==> src/rtl/fpu_issue.sv <==
// fpu_issue: queues FPU divide/sqrt requests and runs the operand and result
// handshakes for one operation at a time, with a watchdog on the result wait.
module fpu_issue #(
  parameter int DEPTH   = 4,
  parameter int TIMEOUT = 1023
) (
  input  logic        gclk_i,
  input  logic        grst_n_i,
  input  logic        req_valid_i,
  output logic        req_ready_o,
  input  logic [1:0]  req_op_i,
  input  logic [63:0] req_a_i,
  input  logic [63:0] req_b_i,
  input  logic [3:0]  req_tag_i,
  output logic [1:0]  fpu_process_o,
  output logic [31:0] fpu_as_o,
  output logic [31:0] fpu_bs_o,
  output logic [63:0] fpu_ad_o,
  output logic [63:0] fpu_bd_o,
  output logic        fpu_a_stb_o,
  input  logic        fpu_a_ack_i,
  output logic        fpu_b_stb_o,
  input  logic        fpu_b_ack_i,
  input  logic [31:0] fpu_zs_i,
  input  logic [63:0] fpu_zd_i,
  input  logic        fpu_z_stb_i,
  output logic        fpu_z_ack_o,
  output logic        res_valid_o,
  input  logic        res_ready_i,
  output logic [63:0] res_data_o,
  output logic [1:0]  res_op_o,
  output logic [3:0]  res_tag_o,
  output logic        res_timeout_o
);
  localparam int AW = $clog2(DEPTH);
  localparam int CW = $clog2(TIMEOUT);

  typedef struct packed {
    logic [1:0]  op;
    logic [63:0] a;
    logic [63:0] b;
    logic [3:0]  tag;
  } req_t;

  typedef enum logic [2:0] {IDLE, SETUP, SEND_A, SEND_B, WAIT_Z, ACK_Z, OUT} state_e;

  state_e        state_q, state_d;
  req_t          mem_q [DEPTH];
  req_t          req_in, head;
  logic [AW-1:0] wr_q, rd_q;
  logic [AW:0]   cnt_q;
  logic          rdy_en_q;
  logic          push, pop, full, empty;

  logic [1:0]    proc_q;
  logic [63:0]   a_q, b_q, data_q;
  logic [3:0]    tag_q;
  logic          to_q;
  logic [CW-1:0] wd_q;
  logic          wd_last;

  assign req_in = '{op: req_op_i, a: req_a_i, b: req_b_i, tag: req_tag_i};
  assign head   = mem_q[rd_q];
  assign full   = (cnt_q == (AW+1)'(DEPTH));
  assign empty  = (cnt_q == '0);
  // rdy_en_q keeps req_ready low while reset is held.
  assign req_ready_o = rdy_en_q && !full;
  assign push   = req_valid_i && req_ready_o;
  assign pop    = (state_q == IDLE) && !empty;
  assign wd_last = (wd_q == CW'(TIMEOUT - 1));

  always_ff @(posedge gclk_i) begin
    if (!grst_n_i) begin
      wr_q     <= '0;
      rd_q     <= '0;
      cnt_q    <= '0;
      rdy_en_q <= 1'b0;
    end else begin
      rdy_en_q <= 1'b1;
      if (push) wr_q <= wr_q + AW'(1);
      if (pop)  rd_q <= rd_q + AW'(1);
      cnt_q <= cnt_q + (AW+1)'(push) - (AW+1)'(pop);
    end
  end

  always_ff @(posedge gclk_i) begin
    if (push) mem_q[wr_q] <= req_in;
  end

  always_ff @(posedge gclk_i) begin
    if (!grst_n_i) state_q <= IDLE;
    else           state_q <= state_d;
  end

  always_comb begin
    state_d = state_q;
    case (state_q)
      IDLE:    if (!empty) state_d = SETUP;
      SETUP:   state_d = SEND_A;
      SEND_A:  if (fpu_a_ack_i) state_d = proc_q[0] ? WAIT_Z : SEND_B;
      SEND_B:  if (fpu_b_ack_i) state_d = WAIT_Z;
      // A result strobe on the final count beats the watchdog.
      WAIT_Z:  if (fpu_z_stb_i) state_d = ACK_Z;
               else if (wd_last) state_d = OUT;
      ACK_Z:   if (!fpu_z_stb_i) state_d = OUT;
      OUT:     if (res_ready_i) state_d = IDLE;
      default: state_d = IDLE;
    endcase
  end

  always_comb begin
    fpu_a_stb_o = 1'b0;
    fpu_b_stb_o = 1'b0;
    fpu_z_ack_o = 1'b0;
    res_valid_o = 1'b0;
    case (state_q)
      SEND_A:  fpu_a_stb_o = 1'b1;
      SEND_B:  fpu_b_stb_o = 1'b1;
      ACK_Z:   fpu_z_ack_o = 1'b1;
      OUT:     res_valid_o = 1'b1;
      default: ;
    endcase
  end

  // Operands load on the pop edge so they are already driven during SETUP.
  always_ff @(posedge gclk_i) begin
    if (!grst_n_i) begin
      proc_q <= '0;
      a_q    <= '0;
      b_q    <= '0;
      tag_q  <= '0;
      data_q <= '0;
      to_q   <= 1'b0;
      wd_q   <= '0;
    end else begin
      wd_q <= (state_q == WAIT_Z) ? wd_q + CW'(1) : '0;
      if (pop) begin
        proc_q <= head.op;
        a_q    <= head.a;
        b_q    <= head.b;
        tag_q  <= head.tag;
        to_q   <= 1'b0;
      end
      if (state_q == WAIT_Z) begin
        if (fpu_z_stb_i) begin
          data_q <= proc_q[1] ? fpu_zd_i : {32'h0, fpu_zs_i};
        end else if (wd_last) begin
          data_q <= '0;
          to_q   <= 1'b1;
        end
      end
    end
  end

  assign fpu_process_o = proc_q;
  assign fpu_as_o      = a_q[31:0];
  assign fpu_ad_o      = a_q;
  assign fpu_bs_o      = b_q[31:0];
  assign fpu_bd_o      = b_q;
  assign res_data_o    = data_q;
  assign res_op_o      = proc_q;
  assign res_tag_o     = tag_q;
  assign res_timeout_o = to_q;

endmodule

==> config.mk <==
export PLATFORM = sky130hd
export DESIGN_NAME = fpu_issue
export DESIGN_NICKNAME = d
export VERILOG_FILES = /design/src/rtl/fpu_issue.sv
export SDC_FILE = /design/constraint.sdc
export NUM_CORES = 1
export LEC_CHECK = 0
export ABC_AREA = 1
export CELL_PAD_IN_SITES_DETAIL_PLACEMENT = 1
export CELL_PAD_IN_SITES_GLOBAL_PLACEMENT = 2
export CORE_ASPECT_RATIO = 1.25
export CORE_MARGIN = 2
export CORE_UTILIZATION = 31
export CTS_BUF_LIST = sky130_fd_sc_hd__clkbuf_16
export DETAILED_ROUTE_END_ITERATION = 10
export PLACE_DENSITY = 0.79
export SLEW_MARGIN = 20
export SYNTH_ARGS = -nofsm -noshare
export SYNTH_HDL_FRONTEND = slang
export SYNTH_SLANG_ARGS = --single-unit
==> constraint.sdc <==
create_clock -name gclk_i -period 8.6 [get_ports gclk_i]
set_input_delay 2.15 -clock gclk_i [delete_from_list [all_inputs] [get_ports gclk_i]]
set_output_delay 2.15 -clock gclk_i [all_outputs]
set_load 0.02 [all_outputs]
==> out/qor.csv, run 1 <==
metric,value,unit
worst slew pin tran,1.06,ns
Initial Util,31.3,%
PostCTS Resize Cnt,0,
First DRT Iteration DRCs,813,
Die Span Y,343,um
Crit. End Element,register,
CP Data Required Time,8.85,ns
Rows,124,
final instance area,36700,um^2
CP Data Arrival Time,4.63,ns
TritonRoute pass-1 iters,5,
Post-DRT Antenna Nets,0,
Fillers,9752,
placed cell count,4007,
Area Overhead vs Synth,28.5,%
slew margin rel.,29.2,%
syn_nets,2750,
Highest Clock Rate,228,MHz
Tmin final,4.38,ns
deepest clock path buffer count,3,
worst skew pair latency,0.64,ns
core box area,91400,um^2
CP top delay family,simple AND/OR/NAND/NOR gates,
clock sinks,756,
clock tree root buffer cell,clkbuf_16,
pin count of the biggest net entering global routing,187,
drt total wl,85.6,mm
I/O Buffers,506,
CP max-delay cell,nor2_4,
Vias/cell,4.84,
multi-input logic area,6730,um^2
Yosys warnings,0,
num ports,507,
Critical Path Source Type,primary input,
max_cap viols,0,
final hold viol count,0,
htree depth,3,
worst path bufs/invs,2,
RSZ-0062 raised after global routing,false,
Leak,12.5,nW
VDD IR max,264,uV
Die Width,276,um
crit path max fanout,42,
die area,94600,um^2
GRT Total Usage,17.5,%
Mean Syn Cell Area,11.4,um^2
detailed placement HPWL,51.9,mm
CP max stage delay,0.90,ns
post-synthesis cell area,28600,um^2
"commonest non-fill, non-tap cell in the layout",nor2_1,
TritonCTS Buffers,78,
fin. max-slew vios,0,
Tcrit/Tclk final,50.9,%
most frequent cells in the layout,"nor2_1 (566), edfxtp_1 (536), clkdlybuf4s50_1 (505)",
Overflow after GRT,0,
hold_buf cts,0,
"Critical Path, Cell by Cell",clkdlybuf4s50_1 > nand2_1 > nor2_4 > buf_4,
skew final,0.0246,ns
Cell variety after synth,31,
power per cell area,330,nW/um^2
register area share after synthesis,71.7,%
Min Hold Slack,0.462,ns
critical path type,primary input to register,
fin cells,4154,
"Reg clk slew, reported paths",0.06,ns
Hold/Removal Path Class,register to register,
DR DRC count,0,
Post-CTS Setup Inserts,0,
first-pass GRT wire length,127,mm
pre-CTS setup slack,3.43,ns
Final WS setup,4.22,ns
layout cells sized above 1,5.52,%
Routed wire per std cell,20.6,um
Vias,20115,
post-synthesis cell count,2504,
initial antenna violation count,10,
"Cell Area, Placed",34200,um^2
GP Congestion,0.768,
# nets final,3136,
Reg area,20500,um^2
status,completed,
Synth Register Bits,756,
Setup TNS Final,0,ns
CTS tree,done,
number of global-route vias before repair,21237,
Finish-stage setup viols,0,
==> flip-flops by register name, summed over array words and instances, names as in the netlist <==
signal,cells
rd_q,2
mem_q,536
fpu_process_o,2
wd_q,10
res_timeout_o,1
fpu_bd_o,64
wr_q,2
state_q,3
res_data_o,64
rdy_en_q,1
res_tag_o,4
cnt_q,3
fpu_ad_o,64
==> worst reg2reg max path, stage by stage, from the launching register on <==
cell and delay [ns]:
dfxtp_4 0.79, buf_4 0.68, buf_4 0.89, nor2_1 0.23, nor2_1 0.20, o21ai_0 0.18
a31oi_1 0.25
==> cell families (layout without fill, tap and decap cells) <==
family | Yosys count | after routing | share of synthesized area, %
flops | 756 | 756 | 71.7
simple gates | 855 | 855 | 11.4
compound gates | 614 | 614 | 11.4
fa+ha+maj | 9 | 9 | 0.420
buf+inv | 264 | 715 | 4.86
xor+xnor | 6 | 6 | 0.184
other cells | 0 | 2 | 0
==> report_power, final <==
group	switching (mW)	leakage (nW)	total (mW)	internal, mW
combinational	2.44	4.54	3.91	1.48
sequential	0.459	6.67	4.84	4.38
clock	1.45	1.28	3.36	1.91
total	4.35	12.5	12.1	7.77
==> cell type report <==
type,instances,area share (%)
Antenna cell,2,0.0136
Sequential cell,756,55.9
Tap cell,1197,4.08
Multi-Input combinational cell,1484,18.3
Inverter,37,0.412
Clock inverter,67,1.63
Clock buffer,78,5.32
Timing Repair Buffer,533,14.4
==> cell usage after synthesis <==
cell,n,area share (%)
ha_1,8,0.35
o211a_1,1,0.035
nand3_1,11,0.19
nand4_1,4,0.088
xor2_1,4,0.12
nor2_1,570,7.5
inv_1,32,0.42
inv_2,4,0.053
dfxtp_1,220,15
nor3_1,1,0.017
o211ai_1,1,0.026
nand2_2,1,0.022
buf_4,69,1.8
clkbuf_1,68,0.89
o21ai_0,346,6.1
o21ai_1,59,1.0
nor2_2,1,0.022
nor2_4,2,0.079
buf_6,7,0.28
clkinv_1,1,0.013
nand2_1,262,3.4
or2_2,2,0.044
clkbuf_2,1,0.017
buf_2,68,1.2
xnor2_1,2,0.061
a31oi_1,135,3.0
a21oi_1,72,1.3
edfxtp_1,536,56
fa_1,1,0.070
buf_1,14,0.18
nand3b_1,1,0.026
==> final timing paths <==
| check | end | slack, ns | cells after the start | start |
|---|---|---|---|---|
| min | res_data_o[45]$_SDFFE_PN0P_ | 0.46 | 2 | res_data_o[45]$_SDFFE_PN0P_ |
| max | mem_q[0][71]$_DFFE_PP_ | 4.22 | 4 | req_valid_i |
| min reg2reg | res_data_o[45]$_SDFFE_PN0P_ | 0.46 | 2 | res_data_o[45]$_SDFFE_PN0P_ |
| max reg2reg | fpu_ad_o[3]$_SDFFE_PN0P_ | 5.29 | 6 | rd_q[0]$_SDFFE_PN0P_ |
==> per-stage QoR <==
step           utilization (%)  power (mW)
5_1_grt                   40.2        12.8
6_report                  40.2        12.1
3_3_place_gp              37.4        8.77
2_1_floorplan                -        7.22
3_5_place_dp              37.4        8.90
4_1_cts                   40.2        12.3
==> per-layer routing <==
metal  vias up  GRT usage, %  wire length, um
met5         -             0              102
met4        14          5.15             1730
met1     10050          20.8            35500
met3       113          4.02             5250
li1       9449             -                -
met2       489          31.4            43100
Note: power is estimated with default switching activity, not from simulation.
==> run 2: changes to the inputs <==
==> constraint.sdc (replaced) <==
create_clock -name gclk_i -period 3.9 [get_ports gclk_i]
set_input_delay 0.975 -clock gclk_i [delete_from_list [all_inputs] [get_ports gclk_i]]
set_output_delay 0.975 -clock gclk_i [all_outputs]
set_load 0.02 [all_outputs]
==> run 2 against run 1 <==
- critical path type is now register to output pin
- first-iteration DRC count up 22%
- global-route usage increased by 0.097 points
- die area is the same
- hold slack got worse by 0.00069 ns
- via count is 1.3% higher
- clock power is 130% higher
- non-clock buffer count is 1 lower
==> out/qor.csv, run 2 (synthesis results as in run 1) <==
metric,value,unit,change
Biggest register,mem_q,,
TritonCTS Buffers,79,,+1.3%
pre-CTS setup slack,0.894,ns,-2.54 ns
Tcrit/Tclk final,78.7,%,
Hold/Removal Path Class,register to register,,
internal power,17.5,mW,+120%
Finish-stage setup viols,0,,unchanged
VDD IR max,579,uV,+120%
clock tree root buffer cell,clkbuf_16,,
Die Span Y,343,um,unchanged
Tmin final,3.07,ns,
Critical Path Source Type,register,,
hold_buf cts,0,,unchanged
TritonRoute pass-1 iters,5,,unchanged
Initial Util,31.3,%,unchanged
max reg flops,536,,unchanged
Reg2Reg Depth,6,,unchanged
placed cell count,4006,,-0.025%
"commonest non-fill, non-tap cell in the layout",nor2_1,,
layout cells sized above 1,5.35,%,-0.17 points
Worst Setup SP,state_q[2]$_SDFFE_PN0P_,,
First DRT Iteration DRCs,989,,+22%
slew margin rel.,12.6,%,-17 points
PostCTS Resize Cnt,0,,unchanged
RSZ-0062 raised after global routing,false,,
Psw,9.60,mW,+120%
worst skew pair latency,0.64,ns,about the same
"Cell Area, Placed",34300,um^2,+0.42%
Area Overhead vs Synth,29.5,%,
Vias,20386,,+1.3%
first-pass GRT wire length,128,mm,+0.66%
CP max stage delay,0.64,ns,-0.26 ns
power per cell area,732,nW/um^2,+120%
Die Width,276,um,unchanged
Design Power,27.1,mW,+120%
combinational share of power,32.4,%,about the same
htree depth,3,,unchanged
Highest Clock Rate,326,MHz,
reg-to-reg setup timing slack,1.41,ns,-3.88 ns
skew final,0.0206,ns,-0.00401 ns
Leak,12.6,nW,+0.68%
num ports,507,,unchanged
fin cells,4161,,+0.17%
pin count of the biggest net entering global routing,175,,-6.4%
most frequent cells in the layout,"nor2_1 (566), edfxtp_1 (536), clkdlybuf4s50_1 (505)",,
crit path to,fpu_a_stb_o,,
Overflow after GRT,0,,unchanged
Vias/cell,4.90,,+1.2%
# nets final,3136,,unchanged
critical path type,register to output pin,,
Fillers,9727,,-0.26%
initial antenna violation count,17,,+7
Rows,124,,unchanged
CTS tree,done,,
Routed wire per std cell,20.5,um,-0.76%
Setup TNS Final,0,ns,unchanged
"Critical Path, Cell by Cell",nor2_4 > nand2_1 > inv_1 > clkdlybuf4s50_1,,
CP Data Required Time,2.92,ns,-5.93 ns
critical path depth,4,,unchanged
Crit. End Element,output pin,,
status,completed,,
worst slew pin tran,1.31,ns,+0.248 ns
die area,94600,um^2,unchanged
drt total wl,85.1,mm,-0.59%
Seq pwr share,39.1,%,-0.9 points
core box area,91400,um^2,unchanged
deepest clock path buffer count,3,,unchanged
GRT Total Usage,17.6,%,+0.097 points
Post-DRT Antenna Nets,0,,unchanged
fin. max-slew vios,0,,unchanged
crit path max fanout,7,,-83%
GP Congestion,0.802,,+4.4%
final instance area,37000,um^2,+0.76%
I/O Buffers,506,,unchanged
clock power share,28.5,%,+0.7 points
Post-CTS Setup Inserts,0,,unchanged
clock sinks,756,,unchanged
RR Endpoint,fpu_bd_o[34]$_SDFFE_PN0P_,,
CP Data Arrival Time,2.09,ns,-2.54 ns
number of global-route vias before repair,22056,,+3.9%
detailed placement HPWL,50.0,mm,-3.7%
final core utilization,40.5,%,+0.31 points
switch share,35.5,%,-0.43 points
CP max-delay cell,clkdlybuf4s50_1,,
CP top delay family,buffers and inverters,,
Reg2Reg Launch Point,state_q[2]$_SDFFE_PN0P_,,
final hold viol count,0,,unchanged
Min Hold Slack,0.461,ns,-0.000687 ns
worst path bufs/invs,2,,unchanged
max_cap viols,0,,unchanged
Final WS setup,0.831,ns,-3.39 ns
DR DRC count,0,,unchanged
"Reg clk slew, reported paths",0.06,ns,about the same
## run 2: changes by cell type in the layout (fill, tap and decap cells not counted), moves of 3 or more
cell,delta
buf_12,+13
clkinv_1,+5
bufinv_16,+3
buf_4,-14
clkinvlp_4,-4
inv_16,+4
clkinv_8,-3
diode_2,+6
clkinv_2,-7
## run 2: power by group through the flow
stage | clock network [mW] | registers (mW) | logic (mW)
2_1_floorplan | 0 | 11.2 | 4.65
3_3_place_gp | 0 | 10.7 | 8.63
3_5_place_dp | 0 | 10.8 | 8.90
4_1_cts | 7.93 | 10.6 | 8.95
5_1_grt | 8.21 | 10.7 | 9.62
6_report | 7.71 | 10.6 | 8.78
## run 2: layout make-up
cell class	instances	area, um^2	area share (%)
timing repair buffer	532	5430	14.7
multi-input combinational	1484	6720	18.2
inverter	37	149	0.402
sequential	756	20500	55.4
clock buffer	79	1980	5.34
tap	1197	1500	4.05
clock inverter	68	693	1.87
antenna	8	20.0	0.0541
## run 2: worst min path at each step
| stage | from | endpoint | slack, ns | cells past startpoint |
|---|---|---|---|---|
| 2_1_floorplan | wd_q[0]$_SDFF_PN0_ | wd_q[0]$_SDFF_PN0_ | 0.44 | 1 |
| 3_3_place_gp | res_data_o[57]$_SDFFE_PN0P_ | res_data_o[57]$_SDFFE_PN0P_ | 0.45 | 2 |
| 3_5_place_dp | res_data_o[29]$_SDFFE_PN0P_ | res_data_o[29]$_SDFFE_PN0P_ | 0.45 | 2 |
| 4_1_cts | res_data_o[29]$_SDFFE_PN0P_ | res_data_o[29]$_SDFFE_PN0P_ | 0.46 | 2 |
| 5_1_grt | res_data_o[24]$_SDFFE_PN0P_ | res_data_o[24]$_SDFFE_PN0P_ | 0.48 | 2 |
| 6_report | res_data_o[29]$_SDFFE_PN0P_ | res_data_o[29]$_SDFFE_PN0P_ | 0.46 | 2 |
## run 2: per-layer routing
layer	GRT usage [%]	part of all wire, %	vias up
li1	-	-	9461
met1	20.9	42	10200
met2	31.2	50	542
met3	3.56	5.5	167
met4	6.88	3.1	16
met5	0	0.13	-
## run 2: tightest hold or removal path: cells and delay by family (launching register included)
family / cells / cell delay, ns
compound gates: 1 / 0.05
flops: 1 / 0.31
simple gates: 1 / 0.06
==> run 3: changes to the inputs <==
==> constraint.sdc (replaced) <==
create_clock -name gclk_i -period 2.54 [get_ports gclk_i]
set_input_delay 0.635 -clock gclk_i [delete_from_list [all_inputs] [get_ports gclk_i]]
set_output_delay 0.635 -clock gclk_i [all_outputs]
set_load 0.02 [all_outputs]
==> run 3 against run 2 <==
- power is 53% higher
- critical endpoint is now fpu_process_o[0]
- largest cell class unchanged
- worst setup slack worse by 0.71 ns
- critical path type unchanged
- first-iteration DRC count is 16% higher
- clock power is 47% higher
- clock-buffer cell count is 1 higher
- cell count is 0.94% higher
- clock skew is 0.00097 ns higher
- sequential cell count stayed put
- routed wire length is 0.52% higher
- non-clock buffer count is 42 higher
- critical path depth is 3 lower
==> out/qor.csv, run 3 (synthesis results as in run 1) <==
metric,value,unit,change
most frequent cells in the layout,"nor2_1 (566), edfxtp_1 (536), clkdlybuf4s50_1 (500)",,
clock power share,27.4,%,-1.1 points
highest metal used,met5,,
Crit. End Element,output pin,,
Post-CTS Setup Inserts,0,,unchanged
pin count of the biggest net entering global routing,151,,-14%
fin. max-slew vios,0,,unchanged
final hold viol count,0,,unchanged
num ports,507,,unchanged
crit path max fanout,4,,-3
Psw,14.8,mW,+55%
M1 wire length,35.4,mm,-0.11%
skew final,0.0216,ns,+0.000971 ns
Reg2Reg Launch Point,state_q[2]$_SDFFE_PN0P_,,
Critical Path Source Type,register,,
RSZ-0062 raised after global routing,false,,
RR Endpoint,fpu_ad_o[22]$_SDFFE_PN0P_,,
I/O Buffers,506,,unchanged
CP max-delay cell,clkdlybuf4s50_1,,
pre-CTS setup slack,-0.197,ns,-1.09 ns
power per cell area,1110,nW/um^2,+51%
Biggest register,mem_q,,
max_cap viols,0,,unchanged
"Critical Path, Cell by Cell",clkdlybuf4s50_1,,
Routed wire per std cell,20.4,um,-0.41%
hold path endpoint,res_data_o[1]$_SDFFE_PN0P_,,
status,completed,,
Rows,124,,unchanged
worst path bufs/invs,1,,-1
number of global-route vias before repair,21575,,-2.2%
"commonest non-fill, non-tap cell in the layout",nor2_1,,
"Cell Area, Placed",34900,um^2,+1.8%
Finish-stage setup viols,0,,unchanged
drt total wl,85.6,mm,+0.52%
CP Data Required Time,1.90,ns,-1.02 ns
VDD IR max,1030,uV,+77%
Hold/Removal Path Class,register to register,,
Initial Util,31.3,%,unchanged
met2 WL,43.5,mm,+2.9%
clock sinks,756,,unchanged
final instance area,37500,um^2,+1.3%
Die Width,276,um,unchanged
first-pass GRT wire length,128,mm,+0.12%
First DRT Iteration DRCs,1151,,+16%
DR DRC count,0,,unchanged
initial antenna violation count,11,,-6
Vias/cell,4.85,,-1.1%
TritonRoute pass-1 iters,5,,unchanged
Area Overhead vs Synth,31.1,%,
clock tree root buffer cell,clkbuf_16,,
die area,94600,um^2,unchanged
Leak,12.9,nW,+2.3%
Design Power,41.4,mW,+53%
max reg flops,536,,unchanged
Seq pwr share,39.1,%,about the same
layout cells sized above 1,7.20,%,+1.9 points
worst slew pin tran,0.955,ns,-0.355 ns
min-delay src,res_data_o[1]$_SDFFE_PN0P_,,
worst skew pair latency,0.64,ns,about the same
deepest clock path buffer count,3,,unchanged
htree depth,3,,unchanged
Tmin final,2.42,ns,
Vias,20353,,-0.16%
Post-DRT Antenna Nets,0,,unchanged
GRT Total Usage,17.6,%,-0.045 points
Setup TNS Final,0,ns,unchanged
Die Span Y,343,um,unchanged
internal power,26.6,mW,+52%
Final WS setup,0.124,ns,-0.707 ns
detailed placement HPWL,53.7,mm,+7.3%
GP Congestion,0.792,,-1.2%
CP max stage delay,0.66,ns,+0.02 ns
"Reg clk slew, reported paths",0.06,ns,about the same
routed wl met3,4.47,mm,-4.1%
CTS tree,done,,
CP top delay family,buffers and inverters,,
combinational share of power,33.5,%,+1.1 points
# nets final,3178,,+1.3%
switch share,35.8,%,+0.35 points
TritonCTS Buffers,79,,unchanged
Min Hold Slack,0.459,ns,-0.00188 ns
Overflow after GRT,0,,unchanged
Tcrit/Tclk final,95.1,%,
WHS Path Cells,2,,unchanged
slew margin rel.,36.3,%,+24 points
core box area,91400,um^2,unchanged
Highest Clock Rate,414,MHz,
reg-to-reg setup timing slack,0.28,ns,-1.13 ns
critical path type,register to output pin,,
Reg2Reg Depth,7,,+1
CP Data Arrival Time,1.78,ns,-0.31 ns
[run 3: stage by stage]
stage               cells  util, %
floorplan            2504        -
global placement     4048     38.2
detailed placement   4048     38.2
CTS                  4196     41.0
global route         4199     41.0
finish               4200     41.0
[run 3: how the worst max path moves through the flow]
stage	to	start	cells past startpoint
3_5_place_dp	cnt_q[2]$_SDFF_PN0_	req_valid_i	8
3_3_place_gp	cnt_q[2]$_SDFF_PN0_	req_valid_i	8
5_1_grt	fpu_process_o[0]	fpu_process_o[0]$_SDFFE_PN0P_	1
6_report	fpu_process_o[0]	fpu_process_o[0]$_SDFFE_PN0P_	1
2_1_floorplan	mem_q[0][0]$_DFFE_PP_	cnt_q[0]$_SDFF_PN0_	4
4_1_cts	fpu_as_o[1]	fpu_ad_o[1]$_SDFFE_PN0P_	1
[run 3: layout make-up]
cell class              count  area (um^2)
diodes                      4         10.0
clock buffers              80         2000
clock inverters            68          536
fillers                  9750        53900
inverters                  37          149
multi-input cells        1484         6750
flip-flops and latches    756        20500
well taps                1197         1500
repair buffers            574         6020
[run 3: power groups by stage]
stage                     Combinational, mW  Sequential, mW  Clock [mW]
after floorplan                        7.16            17.3           0
after global placement                 13.7            16.4           0
after CTS                              14.1            16.2        11.6
after global routing                   15.2            16.4        12.1
final                                  13.9            16.2        11.3
after detailed placement               14.0            16.5           0
[run 3: timing repair]
item,4_1_cts,5_1_grt
hold buffers,0,0
resized for setup,9,1
pin swaps,0,0
cloned,0,0
endpoints found under the setup margin,7,1
[run 3: metal layers]
layer	vias up	global-route usage [%]
met4	14	6.01
li1	9550	-
met3	131	3.16
met5	-	0
met1	10134	21.1
met2	524	31.4
